### config.mk
export PLATFORM = sky130hd
export DESIGN_NAME = serial_pe
export DESIGN_NICKNAME = d
export VERILOG_FILES = /design/src/rtl/serial_pe.sv
export SDC_FILE = /design/constraint.sdc
export NUM_CORES = 1
export LEC_CHECK = 0
export ABC_AREA = 1
export CORE_MARGIN = 2
export CORE_UTILIZATION = 60
export DETAILED_ROUTE_END_ITERATION = 12
export GPL_TIMING_DRIVEN = 0
export PLACE_DENSITY = 0.79
export SYNTH_ARGS = -nofsm -noshare
export SYNTH_HDL_FRONTEND = slang
export SYNTH_SLANG_ARGS = --single-unit
export TNS_END_PERCENT = 10
### constraint.sdc
create_clock -name clk -period 4.1 [get_ports clk]
set_input_delay 0.82 -clock clk [delete_from_list [all_inputs] [get_ports clk]]
set_output_delay 0.82 -clock clk [all_outputs]
set_load 0.01 [all_outputs]
### src/rtl/serial_pe.sv
// Serial multiply-accumulate PE: one signed DW x DW product per valid cycle, accumulated
// into a RW-bit dot product framed by first/last flags, result emitted with a one-cycle pulse.
module serial_pe #(
  parameter int DW = 16,
  parameter int RW = 32
) (
  input  logic          clk,
  input  logic          rst_n,
  input  logic [DW-1:0] neuron,
  input  logic [DW-1:0] weight,
  input  logic [1:0]    ctl,
  input  logic          vld_i,
  output logic [RW-1:0] result,
  output logic          vld_o
);

  localparam int STAGES = 2;

  typedef struct packed {
    logic          first;
    logic          last;
    logic [RW-1:0] p;
  } s1_t;

  s1_t                    s1_q;
  logic [STAGES:1]        vld_pipe;
  logic [RW-1:0]          acc_q;
  logic                   last2_q;
  logic signed [2*DW-1:0] prod_full;
  logic signed [RW-1:0]   prod_rw;

  assign prod_full = $signed(neuron) * $signed(weight);
  assign prod_rw   = RW'(prod_full);

  // Stage 1: register product and framing flags; operands/ctl are ignored on bubbles.
  always_ff @(posedge clk or negedge rst_n) begin
    if (!rst_n) begin
      s1_q        <= '0;
      vld_pipe[1] <= 1'b0;
    end else begin
      vld_pipe[1] <= vld_i;
      if (vld_i) begin
        s1_q.first <= ctl[0];
        s1_q.last  <= ctl[1];
        s1_q.p     <= prod_rw;
      end
    end
  end

  // Stage 2: a first element restarts the sum, discarding any unfinished vector.
  always_ff @(posedge clk or negedge rst_n) begin
    if (!rst_n) begin
      acc_q       <= '0;
      last2_q     <= 1'b0;
      vld_pipe[2] <= 1'b0;
    end else begin
      vld_pipe[2] <= vld_pipe[1];
      if (vld_pipe[1]) begin
        acc_q   <= s1_q.first ? s1_q.p : acc_q + s1_q.p;
        last2_q <= s1_q.last;
      end
    end
  end

  always_ff @(posedge clk or negedge rst_n) begin
    if (!rst_n) begin
      result <= '0;
      vld_o  <= 1'b0;
    end else begin
      vld_o <= vld_pipe[2] & last2_q;
      if (vld_pipe[2] && last2_q) result <= acc_q;
    end
  end

endmodule

After elaboration in Yosys (flattened, before gate mapping)
Cells that the tools add are included.
Storage, ports and cells
  output and inout port bits: 33
  ROM bits: 0
  memories: 0
  RAM bits: 0
  register bits: 102
  latch bits: 0
  input port bits: 37
Operators by class
  shifts and indexed selects: 0
  multiplexer cells: 1
  add/subtract/negate cells: 1
  multiply operators: 1
  reductions and logical operators: 1
  eq/ne operators: 0
  divide/modulo/power cells: 0
  $lt $le $gt $ge: 0
  bitwise operators: 1
Operator list (number)
  $add 32x32->32: 1
  $mul 16x16->32: 1
  $mux 32: 1
  $and 1x1->1: 1
  $logic_and 1x1->1: 1

Longest topological paths before layout
  word-level depth: 2
  depth in mapped cells: 27
  mapped depth without buffers: 25

Least setup slack after synthesis
OpenSTA, ideal clock, no wires.
  path type: input -> register
  from: input port weight[6]
  to: register s1_q[28] in the netlist's numbering
  setup slack: -1.899 ns
  library setup time: 0.117 ns
  path buffers: 2
  arrival time: 5.882 ns
  stages on the path: 21
  path through: clkbuf_1 -> clkbuf_1 -> nand2_1 -> fa_1 -> inv_1 -> fa_1 -> inv_1 -> fa_1 -> fa_1 -> inv_1 -> fa_1 -> fa_1 -> ha_1 -> nand2_1 -> nor2_1 -> nand2_1 -> or2_2 -> nand3_1 -> nand2_1 -> nand3_1 -> nand2_1
On the way
  cells in the longest elaborated chain, start to end: 1
RTL lines
  start: declaration: RTL line 10  | input logic [DW-1:0] weight,
  $mul 16x16->32: RTL line 32  | assign prod_full = $signed(neuron) * $signed(weight);
  end: declaration: RTL line 25  | s1_t s1_q;
Every way passes these cells.
A chain may end at the register's enable or synchronous reset.

Worst setup path in the final report
  from: input port weight[6]
  to: register s1_q[20] in the netlist's numbering
The elaborated chain is that of the path after synthesis.

==> out/metrics.csv <==
stage;metric;value;unit
sta;maxSlewViolCount;0;
floorplan;initial_utilization;60.5;%
detailed_routing;avgRoutedWirePerCell;17.8;um
sta;finalHoldViolCount;0;
run;drv_cap;0;
synth;syn_area_per_cell;7.40;um2
setup_path;reg2reg_depth;13;
floorplan;num_rows;61;
sta;worst_pin_slew;771;ps
run_status;violations;negative setup slack;
setup_path;crit_path_end_kind;flop;
setup_path;r2r_slack;1670;ps
setup_path;arrival;5880;ps
floorplan;fp.dieArea;29200;um2
setup_path;regToRegStartpoint;s1_q[0];
grt;grt_start_max_net_pins;53;
setup_path;cp_max_fo;5;
clock_tree;ctsHtreeMaxLevel;3;
setup_path;cp.required;4320;ps
clock_tree;postCtsHoldBufs;0;
place;dp_hpwl;39.2;mm
setup_path;worstSetupStartpointType;primary input;
sta;setup_viol;25;
synth;postSynthCellCount;2257;
setup_path;crit_end;s1_q[20];
clock_tree;cts-buffers-inserted;9;
clock_tree;cts.sinks;102;
floorplan;core_area;27600;um2
synth;ys_seq_elements;102;
sta;clock.fmax;177;MHz
floorplan;dieWidth;171;um
place;place_ws;-2980;ps
grt;grt.total_usage;35.1;%
detailed_routing;vias;15100;
synth;syn-cell-area;16700;um2
grt;grt_pass1_wl;78.9;mm
sta;rsz0062_at_grt;true;
sta;skew;11.7;ps
grt;antenna_found_initial;0;
min_path;hold_path.class;reg2reg;
detailed_routing;wirelength;48.8;mm
setup_path;crit_type;in2reg;
run_status;outcome;finished with violations;
synth;postSynthNetCount;2670;
layout;layout_commonest_cell;nand2_1;
setup_path;r2r-end;acc_q[14];
detailed_routing;antenna_left;0;
setup_path;crit_start;weight[6];
clock_tree;clockBufferDepth;2;
synth;yosysSeqAreaShare;15.3;%
detailed_routing;drc_errors;0;
place;gp_congestion;0.997;
layout;nNetsFinal;2767;
clock_tree;path_clk_slew;70;ps
grt;grt_pass1_vias;15600;
layout;stdcell_area;19900;um2
sta;fin_ws;-1560;ps
layout;n_antenna_cell;0;
detailed_routing;vias_per_cell;5.53;
layout;synthToLayoutAreaGrowth;19.0;%
clock_tree;cts_tree;yes;
clock_tree;clkLatencyLatePin;360;ps
detailed_routing;first_pass_iters;8;
clock_tree;root_buffer;clkbuf_16;
layout;drive_gt1_share;13.3;%
synth;ys_warn_count;0;
sta;slew_headroom;48.6;%
sta;period_minus_slack;5660;ps
place;portBuffers;45;
layout;mostFrequentLayoutCells;nand2_1 (591), inv_1 (558), fa_1 (251), dfrtp_1 (102), ha_1 (88);
sta;period_share;138;%
floorplan;ios;70;
grt;overflow;0;
place;placed_cell_area;18000;um2
floorplan;die_y;171;um
detailed_routing;drtIter0Drc;1329;
synth;synth.distinct_cells;39;
-- flip-flops by register name, summed over array words and instances, names as in the netlist --
register,flops
acc_q,32
vld_pipe,2
result,32
vld_o,1
s1_q,34
last2_q,1
-- per-stage QoR --
| step | instances | hold slack [ps] | setup TNS, ps | utilization (%) |
|---|---|---|---|---|
| after floorplan | 2257 | 405 | -33250 | - |
| after global placement | 2680 | 413 | -222630 | 65.1 |
| after detailed placement | 2681 | 420 | -68010 | 65.2 |
| after CTS | 2728 | 437 | -31310 | 70.3 |
| after global routing | 2737 | 449 | -35750 | 72.0 |
| final | 2737 | 436 | -31590 | 72.0 |
-- timing repair --
item	in CTS	in global routing
cloned	1	0
setup buffers	30	9
gates resized for setup	254	116
setup endpoints to repair	27	26
pin swaps	57	54
-- final cells by class --
class	instances	area, um2
multi-input cells	1494	12600
clock inverters	7	91.3
clock buffers	9	225
fillers	2118	7740
inverters	580	2190
repair buffers	86	815
plain buffers	81	987
flip-flops and latches	102	2550
well taps	378	473
-- worst max-delay path: stages --
cell	delay [ps]
clkbuf_16	130
clkbuf_16	160
buf_4	160
nand2_1	70
inv_1	50
fa_1	470
inv_1	50
fa_1	460
fa_1	510
inv_1	50
fa_1	480
fa_1	500
inv_1	50
fa_1	480
inv_1	70
ha_4	300
nand2_1	110
nor2_2	130
inv_1	110
nor2_2	140
nand4_1	130
nand3_1	160
nand2_1	110
nand3_2	100
o21ai_1	90
-- Yosys cell counts --
cell / instances / share of area [%]
fa_1: 263 / 32
buf_4: 1 / 0.045
buf_1: 5 / 0.11
nand4_1: 19 / 0.71
ha_1: 113 / 8.5
a21o_1: 5 / 0.22
nor4_1: 3 / 0.11
inv_2: 2 / 0.045
a31oi_1: 4 / 0.15
nor3_1: 14 / 0.42
or2_2: 12 / 0.45
o21bai_1: 13 / 0.58
nor3b_1: 2 / 0.090
xor2_1: 15 / 0.79
nor3_2: 3 / 0.18
a21boi_0: 2 / 0.090
o22ai_1: 6 / 0.22
a211o_1: 1 / 0.052
o21ai_0: 96 / 2.9
a22oi_1: 2 / 0.090
o211ai_1: 4 / 0.18
xnor2_1: 12 / 0.63
nor2_1: 99 / 2.2
nand2_2: 5 / 0.19
inv_1: 578 / 13
o21ai_2: 2 / 0.10
or2_1: 3 / 0.11
o21ai_1: 3 / 0.090
o21a_1: 3 / 0.13
buf_6: 1 / 0.067
nand2_1: 620 / 14
clkbuf_1: 72 / 1.6
a21oi_1: 77 / 2.3
and3_1: 1 / 0.037
nand3_1: 87 / 2.6
nor2_2: 4 / 0.15
dfrtp_1: 102 / 15
buf_2: 2 / 0.060
nand3_2: 1 / 0.060
-- cells by family after synthesis --
group | share of synthesized area [%]
flip-flops | 15.3
adder cells (fa/ha/maj) | 40.0
AO/OA/AOI/OAI | 7.11
AND/OR/NAND/NOR | 21.3
XOR/XNOR | 1.42
buffers and inverters | 14.9
-- per-layer routing --
layer,up-vias,GRT usage (%),part of all wire [%]
li1,6868,-,-
met1,7333,47.4,40
met2,778,56.0,46
met3,156,8.49,10
met4,0,11.6,3.5
met5,-,0,0
-- how the worst min path moves through the flow --
stage | start | endpoint | slack (ps) | cells after the start
2_1_floorplan | vld_pipe[1] | vld_pipe[2] | 410 | 0
3_3_place_gp | vld_pipe[1] | vld_pipe[2] | 410 | 0
3_5_place_dp | vld_pipe[1] | vld_pipe[2] | 420 | 0
4_1_cts | vld_pipe[1] | vld_pipe[2] | 440 | 0
5_1_grt | vld_pipe[1] | vld_pipe[2] | 450 | 0
6_report | vld_pipe[1] | vld_pipe[2] | 440 | 0
Power is left out: the tool's default activity adds up to more than one toggle a clock period on the data nets, which glitch-free logic cannot reach.
